`src/rtl/mac_pkg.sv`:
```
// mac_pkg: shared width helpers and the saturating accumulate step for the
// N-lane dot-product accumulator.
//   prod_w(w)    : width of one signed lane product (2w+1)
//   sum_w(w, n)  : width of the adder-tree result over n products
//   sat_add(...) : one accumulate step in acc_w+1 bits with overflow detect
//                  and optional clamp; result carried in a 64-bit container
package mac_pkg;

    // Widest accumulator sat_add can evaluate (needs one spare bit in 64).
    localparam int MAX_ACC_W = 63;

    typedef struct packed {
        logic        ovf;
        logic [63:0] value;
    } sat_res_t;

    function automatic int prod_w(input int w);
        return 2 * w + 1;
    endfunction

    function automatic int sum_w(input int w, input int n);
        return prod_w(w) + $clog2(n);
    endfunction

    // base and addend arrive sign-extended from acc_w bits. The sum is formed
    // one bit wider than needed so the range test is exact. On wrap the low
    // acc_w bits of value are the wrapped result; the caller truncates.
    function automatic sat_res_t sat_add(input logic signed [63:0] base,
                                         input logic signed [63:0] addend,
                                         input logic               sat,
                                         input int                 acc_w);
        logic signed [64:0] nxt;
        logic signed [64:0] max_v;
        logic signed [64:0] min_v;
        sat_res_t           res;
        nxt   = 65'(base) + 65'(addend);
        max_v = (65'sd1 <<< (acc_w - 1)) - 65'sd1;
        min_v = -(65'sd1 <<< (acc_w - 1));
        res.ovf = (nxt > max_v) || (nxt < min_v);
        if (res.ovf && sat) begin
            if (nxt > max_v) begin
                res.value = max_v[63:0];
            end else begin
                res.value = min_v[63:0];
            end
        end else begin
            res.value = nxt[63:0];
        end
        return res;
    endfunction

endpackage

```
`src/rtl/adder_tree_n.sv`:
```
// adder_tree_n: combinational balanced adder tree over N signed IN_W-bit
// values. Each level sign-extends its two halves by one bit before adding, so
// the result never overflows.
//   lanes_s : N packed signed inputs, lane k = lanes_s[k*IN_W +: IN_W]
//   sum_s   : signed sum, IN_W + $clog2(N) bits (a plain wire when N = 1)
module adder_tree_n #(
    parameter int N    = 8,
    parameter int IN_W = 17
) (
    input  logic [N*IN_W-1:0]           lanes_s,
    output logic [IN_W+$clog2(N)-1:0]   sum_s
);

    localparam int OUT_W = IN_W + $clog2(N);

    generate
        if (N == 1) begin : g_leaf
            assign sum_s = lanes_s;
        end else begin : g_split
            // Lower half gets floor(N/2) lanes; odd counts put the extra lane high.
            localparam int NL = N / 2;
            localparam int NH = N - NL;
            localparam int LW = IN_W + $clog2(NL);
            localparam int HW = IN_W + $clog2(NH);

            logic [LW-1:0] lo_s;
            logic [HW-1:0] hi_s;

            adder_tree_n #(.N(NL), .IN_W(IN_W)) u_lo (
                .lanes_s (lanes_s[NL*IN_W-1:0]),
                .sum_s   (lo_s)
            );

            adder_tree_n #(.N(NH), .IN_W(IN_W)) u_hi (
                .lanes_s (lanes_s[N*IN_W-1:NL*IN_W]),
                .sum_s   (hi_s)
            );

            assign sum_s = OUT_W'($signed(lo_s)) + OUT_W'($signed(hi_s));
        end
    endgenerate

endmodule

```
`src/rtl/mac_dot_accum.sv`:
```
// mac_dot_accum: N-lane W-bit dot product per beat, accumulated over the
// beats of a vector into a signed ACC_W result emitted on the last beat.
// Three stages (P: products, S: tree sum, A: accumulate), all advancing on a
// single enable, so downstream backpressure freezes the whole pipeline.
//   i_clk, i_rst        : clock, async active-high reset
//   i_valid / o_ready   : input beat handshake
//   i_a, i_b            : packed lane operands, lane k = [k*W +: W]
//   i_signed, i_sat     : per-beat operand signedness / saturating accumulate
//   i_last              : last beat of the current vector
//   o_valid / i_ready   : result handshake
//   o_res, o_ovf        : accumulated result, sticky overflow for the vector
module mac_dot_accum
    import mac_pkg::*;
#(
    parameter int N     = 8,
    parameter int W     = 8,
    parameter int ACC_W = 32
) (
    input  logic               i_clk,
    input  logic               i_rst,
    input  logic               i_valid,
    output logic               o_ready,
    input  logic [N*W-1:0]     i_a,
    input  logic [N*W-1:0]     i_b,
    input  logic               i_signed,
    input  logic               i_sat,
    input  logic               i_last,
    output logic               o_valid,
    input  logic               i_ready,
    output logic [ACC_W-1:0]   o_res,
    output logic               o_ovf
);

    localparam int PROD_W = prod_w(W);
    localparam int SUM_W  = sum_w(W, N);

    generate
        if (ACC_W < SUM_W) begin : g_bad_acc_w
            $error("mac_dot_accum: ACC_W too narrow for N lanes of W-bit products");
        end
        if (ACC_W > MAX_ACC_W) begin : g_big_acc_w
            $error("mac_dot_accum: ACC_W exceeds the 63-bit accumulate helper");
        end
    endgenerate

    logic                en_s;
    logic [N*PROD_W-1:0] prod_s;
    logic [N*PROD_W-1:0] prod_r;
    logic                valid_p_r;
    logic                last_p_r;
    logic                sat_p_r;
    logic [SUM_W-1:0]    tree_sum_s;
    logic [SUM_W-1:0]    sum_r;
    logic                valid_s_r;
    logic                last_s_r;
    logic                sat_s_r;
    logic [ACC_W-1:0]    acc_r;
    logic                first_r;
    logic                ovf_acc_r;
    logic [ACC_W-1:0]    base_s;
    logic [ACC_W-1:0]    sum_ext_s;
    sat_res_t            step_s;
    logic [ACC_W-1:0]    value_s;
    logic                ovf_step_s;
    logic                unused_hi_s;

    // A held result blocks every stage; otherwise everything advances.
    assign en_s    = !o_valid || i_ready;
    assign o_ready = en_s;

    // Lane products: operands widened by one bit (sign or zero) then multiplied.
    always_comb begin
        logic signed [W:0] a_ext;
        logic signed [W:0] b_ext;
        prod_s = '0;
        for (int k = 0; k < N; k++) begin
            a_ext = {i_signed & i_a[k*W+W-1], i_a[k*W +: W]};
            b_ext = {i_signed & i_b[k*W+W-1], i_b[k*W +: W]};
            prod_s[k*PROD_W +: PROD_W] = PROD_W'(a_ext) * PROD_W'(b_ext);
        end
    end

    // Stage P register: products plus the beat's control bits.
    always_ff @(posedge i_clk or posedge i_rst) begin
        if (i_rst) begin
            prod_r    <= '0;
            valid_p_r <= 1'b0;
            last_p_r  <= 1'b0;
            sat_p_r   <= 1'b0;
        end else if (en_s) begin
            prod_r    <= prod_s;
            valid_p_r <= i_valid;
            last_p_r  <= i_last;
            sat_p_r   <= i_sat;
        end
    end

    adder_tree_n #(.N(N), .IN_W(PROD_W)) u_tree (
        .lanes_s (prod_r),
        .sum_s   (tree_sum_s)
    );

    // Stage S register: reduced beat sum.
    always_ff @(posedge i_clk or posedge i_rst) begin
        if (i_rst) begin
            sum_r     <= '0;
            valid_s_r <= 1'b0;
            last_s_r  <= 1'b0;
            sat_s_r   <= 1'b0;
        end else if (en_s) begin
            sum_r     <= tree_sum_s;
            valid_s_r <= valid_p_r;
            last_s_r  <= last_p_r;
            sat_s_r   <= sat_p_r;
        end
    end

    // Accumulate step: the first beat of a vector starts from zero with a clean overflow flag.
    always_comb begin
        base_s     = '0;
        ovf_step_s = 1'b0;
        sum_ext_s  = ACC_W'($signed(sum_r));
        if (first_r) begin
            base_s = '0;
        end else begin
            base_s = acc_r;
        end
        step_s  = sat_add(64'($signed(base_s)), 64'($signed(sum_ext_s)), sat_s_r, ACC_W);
        value_s = step_s.value[ACC_W-1:0];
        if (first_r) begin
            ovf_step_s = step_s.ovf;
        end else begin
            ovf_step_s = ovf_acc_r | step_s.ovf;
        end
    end

    // Bits above ACC_W in the helper's container carry nothing for this instance.
    assign unused_hi_s = ^step_s.value[63:ACC_W];

    // Stage A register: accumulator, vector-start flag and result outputs.
    always_ff @(posedge i_clk or posedge i_rst) begin
        if (i_rst) begin
            acc_r     <= '0;
            first_r   <= 1'b1;
            ovf_acc_r <= 1'b0;
            o_res     <= '0;
            o_ovf     <= 1'b0;
            o_valid   <= 1'b0;
        end else if (en_s) begin
            if (valid_s_r) begin
                if (last_s_r) begin
                    o_res     <= value_s;
                    o_ovf     <= ovf_step_s;
                    o_valid   <= 1'b1;
                    first_r   <= 1'b1;
                    ovf_acc_r <= ovf_step_s;
                end else begin
                    acc_r     <= value_s;
                    ovf_acc_r <= ovf_step_s;
                    first_r   <= 1'b0;
                    o_valid   <= 1'b0;
                end
            end else begin
                o_valid <= 1'b0;
            end
        end
    end

endmodule
```
`config.mk`:
```
export PLATFORM = sky130hd
export DESIGN_NAME = mac_dot_accum
export DESIGN_NICKNAME = d
export VERILOG_FILES = /design/src/rtl/mac_pkg.sv /design/src/rtl/adder_tree_n.sv /design/src/rtl/mac_dot_accum.sv
export SDC_FILE = /design/constraint.sdc
export NUM_CORES = 2
export LEC_CHECK = 0
export CORE_MARGIN = 5
export CORE_UTILIZATION = 65
export CTS_CLUSTER_SIZE = 24
export DETAILED_ROUTE_END_ITERATION = 8
export PLACE_DENSITY = 0.85
export SLEW_MARGIN = 20
export SYNTH_ARGS = -nofsm -noshare
export SYNTH_HDL_FRONTEND = slang
export SYNTH_SLANG_ARGS = --single-unit
```
`constraint.sdc`:
```
create_clock -name i_clk -period 19.3 [get_ports i_clk]
set_clock_uncertainty 0.05 [all_clocks]
set_input_delay 1.93 -clock i_clk [delete_from_list [all_inputs] [get_ports i_clk]]
set_output_delay 1.93 -clock i_clk [all_outputs]
set_load 0.1 [all_outputs]
```
# ---- Word level (Yosys, flattened, before mapping)
# Index checks and enable logic that the tools add are counted.
dict set report totals {
  regBits 230
  latchBits 0
  mem_bits_rw 0
  mem_bits_ro 0
  in_bits 135
  out_inout_bits 35
  elab_cells 63
  memories 0
}
dict set report op_classes {
  n_addsub 8
  mul 8
  div_mod_pow 0
  n_lt_le_gt_ge 2
  eq_ne 0
  n_shift 0
  n_mux 6
  bitwise 18
  reduce_logical 7
}
# cell n
set op_table {}
lappend op_table {{multiplier 9 x 9 -> 17 bit} 8}
lappend op_table {{two-way mux 32 bit} 3}
lappend op_table {{adder 17 x 17 -> 18 bit} 4}
lappend op_table {{adder 18 x 18 -> 19 bit} 2}
lappend op_table {{adder 32 x 20 -> 33 bit} 1}
lappend op_table {{> comparator 33 x 32 -> 1 bit, second input constant} 1}
lappend op_table {{< comparator 33 x 32 -> 1 bit, second input constant} 1}
lappend op_table {{adder 19 x 19 -> 20 bit} 1}
lappend op_table {{bitwise AND 1 bit} 16}
lappend op_table {{AND reduction 3 bit} 2}
lappend op_table {{two-way mux 1 bit} 3}
lappend op_table {{logical OR 1 bit} 2}
lappend op_table {{AND reduction 2 bit} 1}
lappend op_table {{logical AND 1 bit} 1}
lappend op_table {{zero test 1 bit} 1}
lappend op_table {{inverter 1 bit} 1}
lappend op_table {{OR 1 bit} 1}

# ---- Depth between registers and ports, before layout
dict set report logic_depth {
  word_depth 6
  mapped_depth 24
  depth_no_buf 22
}

# ---- By module
# A second synthesis with hierarchy kept.
dict set report unflattened {
  hier_cells 4913
  area_unflattened_um2 41934.0
}
# module instances cells_each area_each_um2 seq_area_each_um2
set by_module_without_submodules {}
lappend by_module_without_submodules {mac_dot_accum 1 3848 33961.3 5756.8}
lappend by_module_without_submodules {{adder_tree_n (u_tree.g_split.u_hi.g_split.u_hi ...)} 4 125 968.4 0.0}
lappend by_module_without_submodules {{adder_tree_n (u_tree.g_split.u_hi ...)} 2 138 969.7 0.0}
lappend by_module_without_submodules {{adder_tree_n (u_tree)} 1 153 1138.6 0.0}
lappend by_module_without_submodules {{adder_tree_n (u_tree.g_split.u_hi.g_split.u_hi.g_split.u_hi ...)} 8 17 127.6 0.0}

# ---- Worst setup path before layout
# OpenSTA, ideal clock, no wires.
dict set report synth_path {
  kind {input to register}
  from {in i_signed}
  to {reg prod_r[66]}
  setup_time_ns 0.069
  arrival_ns 7.155
  required_ns 19.181
  slack_ns 12.026
  cell_stages 23
  path_cell_list {clkbuf_1 -> clkbuf_1 -> buf_1 -> nand3_1 -> fa_1 -> inv_1 -> fa_1 -> inv_1 -> fa_1 -> inv_1 -> fa_1 -> inv_1 -> fa_1 -> inv_1 -> ha_1 -> a21oi_1 -> o21bai_1 -> a21oi_1 -> o21bai_1 -> a21o_1 -> a21oi_1 -> or4b_2 -> nand3_1}
}
dict set report synth_via {
  elab_chain_len 2
  word_cells_on_any_way 3
}
# element line_no
set synth_rtl {}
lappend synth_rtl {{from (decl)} mac_dot_accum.sv:25} ;# input logic i_signed,
lappend synth_rtl {{bitwise AND 1 bit (on tied branches)} {mac_dot_accum.sv:77, mac_dot_accum.sv:78}}
lappend synth_rtl {{multiplier 9 x 9 -> 17 bit *} mac_dot_accum.sv:79} ;# prod_s[k*PROD_W +: PROD_W] = PROD_W'(a_ext) * PROD_W'(b_ext);
lappend synth_rtl {{to (signal assigned)} mac_dot_accum.sv:91} ;# prod_r <= prod_s;
lappend synth_rtl {{to (decl)} mac_dot_accum.sv:48} ;# logic [N*PROD_W-1:0] prod_r;
# Every way passes the cells marked *; elsewhere a longest branch is shown, timed or not.
# A chain may end at the register's enable or synchronous reset.

# ---- Worst setup path after layout
# Same ends and word-level chain as after synthesis.

==> out/results.ini <==
[detailed_routing]
drc = 0
drt-total-wl_mm = 83.2
m1WireLength_mm = 33.5
top_layer_used = met4
dr.pass1.iters = 5
drtIter0Drc = 1863
final_antenna_net_count = 0
route.detailed.wl_per_inst_um = 16.8
dr_wl_met3_mm = 4.57
route.met2.wl_mm = 41.9
vias_per_cell = 5.56
vias = 27584

[setup_path]
reg2regPathDepth = 16
worstSetupPathType = input pin to register
arrival_ns = 8.05
slowest_delay_ns = 0.63
path_max_fanout = 56
cp_cell_sequence = buf_2 > buf_4 > nand2_1 > or2_2 > fa_1 > fa_1 > fa_1 > inv_1 > fa_1 > inv_1 > fa_1 > inv_1 > ha_1 > a21oi_1 > o21bai_1 > a21oi_1 > o21bai_1 > a21o_1 > a21oi_1 > or4b_2 > nand3_1
critPathBufInv = 5
start_kind = input pin
regToRegSetupSlack_ns = 14.08
worstPathRequired_ns = 19.70
cp_top_family = adder cells
r2r-end = sum_r[19]
cp-end-kind = register
rr_startpoint = prod_r[53]
crit_slowest_cell = or4b_2
timing.critical_path.mode_cell = fa_1

[synthesis]
synth_area_leaders = fa_1 (35%), dfrtp_1 (15%), ha_1 (11%)
seq_area_frac_synth = 0.155
synthXorXnorAreaFrac = 0.0413
muxShareOfSynthArea = 0.00243
synth_top_family_by_area = adder cells
synthAdderAreaFrac = 0.459
yosysUniqueCellTypes = 71
syn_inst = 4128
postSynthAreaPerCell_um2 = 8.98
async_flop_share = 1.00
synth-simple-area-share = 0.159
synth_ff_type = dfrtp_1
synth_warnings = 0
syn_nets = 5237
netlist_area_um2 = 37100
synth_edf_count = 0
ys_ff_latch = 230
yosys.area.top_type = fa_1
synth_compound_area_frac = 0.0757
netlist.area_leader.share = 0.347

[grt]
grt_use_total = 0.272
grt_overflow_total = 0
antenna_found_initial = 3
grt_max_degree = 153
grt_pass1_wl_mm = 142
grt_pass1_vias = 29294

[timing]
hold_violations = 0
relSlewSlack = 0.280
finalSetupTns_ns = 0
min_period_over_period = 0.396
finalCriticalPeriod_ns = 7.65
drv_slew = 0
worst_pin_slew_ns = 1.08
max_freq_mhz = 131
grt_setup_unrepaired = no
setup_viol = 0

[finish]
final_nets = 5292
drive_gt1_frac = 0.0271
areaGrowthSynthToFinish_pct = 7.99
num-fill-cells = 4116
mostFrequentLayoutCell = inv_1
layout_common_cells = inv_1 (909), fa_1 (642), nand2_1 (521), ha_1 (332), dfrtp_1 (229)

[cts]
cts.reportedPaths.clkPinSlew_ns = 0.07
cts.htree.levels = 1
clock_path_buffers = 3
clock_latency_ns = 0.52
post_cts_buffers = 0
cts-root-buf = clkbuf_16
ctsResizeCount = 0
cts_num_sinks = 230
postCtsHoldBufs = 0
tritoncts = built
cts-buffers-inserted = 23

[floorplan]
dieArea_um2 = 61900
ios = 170
core_um2 = 56500
fp.dieW_um = 249
rows = 87
die_h_um = 249
initial_core_util = 0.656

[placed_design]
gp_congestion = 0.889
portBuffers = 169
hpwlAfterDp_mm = 67.0

[status]
status = finished clean

[flow_run]
maxCapViolCount = 0

[min_path]
worstHoldEndpoint = last_p_r
hp-start = last_p_r
holdPathStages = 2
hold_path.class = register to register

## worst reg2reg max path, stage by stage (launching register included)
cell,delay (ns)
dfrtp_1,0.41
fa_1,0.54
inv_1,0.08
fa_1,0.59
fa_1,0.46
fa_1,0.50
inv_1,0.04
ha_1,0.20
a21o_1,0.18
a21oi_1,0.24
o21ai_0,0.12
a21oi_1,0.22
o22ai_1,0.16
o41ai_1,0.58
o311ai_0,0.30
xnor2_1,0.27
a21oi_1,0.11
## worst max path at each step
stage / start / end / slack [ns] / depth (start not counted)
6_report: i_signed / prod_r[66] / 11.65 / 21
4_1_cts: i_signed / prod_r[118] / 11.71 / 21
3_5_place_dp: i_signed / prod_r[118] / 11.15 / 21
5_1_grt: i_signed / prod_r[67] / 11.33 / 21
3_3_place_gp: i_signed / prod_r[118] / 11.44 / 21
2_1_floorplan: i_rst / acc_r[0] / 11.02 / 1
## per-layer routing
layer / vias to the layer above / track usage
li1: 12654 / -
met1: 13845 / 0.361
met2: 868 / 0.473
met3: 217 / 0.0319
met4: 0 / 0.0878
met5: - / 0
## sequential cells by signal, indices dropped and copies added (netlist names)
| signal | flops |
|---|---|
| o_ovf | 1 |
| sat_s_r | 1 |
| last_s_r | 1 |
| last_p_r | 1 |
| o_res | 32 |
| sum_r | 20 |
| first_r | 1 |
| sat_p_r | 1 |
| acc_r | 32 |
| prod_r | 136 |
| o_valid | 1 |
| ovf_acc_r | 1 |
| valid_p_r | 1 |
| valid_s_r | 1 |
## cell families after synthesis
| group | Yosys count |
|---|---|
| flip-flops | 230 |
| adder cells (fa/ha/maj) | 974 |
| AO/OA/AOI/OAI | 449 |
| multiplexers | 8 |
| AND/OR/NAND/NOR | 1233 |
| buffers and inverters | 1059 |
| XOR/XNOR | 175 |
## cell usage after synthesis (all sizes together) (2+ instances only)
| library cell | number |
|---|---|
| o21ai | 79 |
| o2111ai | 4 |
| a31o | 4 |
| o41ai | 8 |
| nor3 | 17 |
| nor2b | 42 |
| a41o | 6 |
| nand2b | 10 |
| a21o | 32 |
| a31oi | 6 |
| o31ai | 9 |
| nand4 | 4 |
| buf | 16 |
| a221o | 2 |
| fa | 642 |
| nor4 | 3 |
| a211oi | 12 |
| a221oi | 4 |
| clkbuf | 132 |
| xor2 | 24 |
| nor4b | 10 |
| dfrtp | 229 |
| nand2 | 521 |
| xnor2 | 151 |
| o21a | 6 |
| o22ai | 2 |
| ha | 332 |
| nor2 | 220 |
| nor3b | 13 |
| or3 | 6 |
| and2 | 228 |
| and3 | 37 |
| o22a | 10 |
| a211o | 8 |
| nand4b | 4 |
| nand3 | 66 |
| mux2 | 8 |
| nand3b | 15 |
| a21oi | 196 |
| o21bai | 40 |
| inv | 911 |
| o211ai | 9 |
| a21boi | 5 |
| or2 | 31 |
## per-stage QoR
stage / util / instance area [um2] / hold slack, ns / std cells / setup WS [ns]
2_1_floorplan: - / 37100 / 0.389 / 4128 / 11.02
5_1_grt: 0.709 / 40000 / 0.463 / 4958 / 11.33
4_1_cts: 0.709 / 40000 / 0.436 / 4955 / 11.71
3_5_place_dp: 0.694 / 39200 / 0.416 / 4914 / 11.15
3_3_place_gp: 0.694 / 39200 / 0.404 / 4914 / 11.44
6_report: 0.709 / 40000 / 0.428 / 4958 / 11.65
## layout make-up
cell class	count	area [um2]	share of cell area
multi-input combinational	2839	27300	0.683
timing repair buffer	178	1750	0.0438
clock buffer	33	683	0.0171
sequential	230	5760	0.144
clock inverter	8	129	0.00322
antenna	3	7.51	0.000187
tap	756	946	0.0236
inverter	911	3430	0.0858
Power is not shown: default switching activity piles up to over one toggle a cycle in this logic, so the estimate is an artifact.
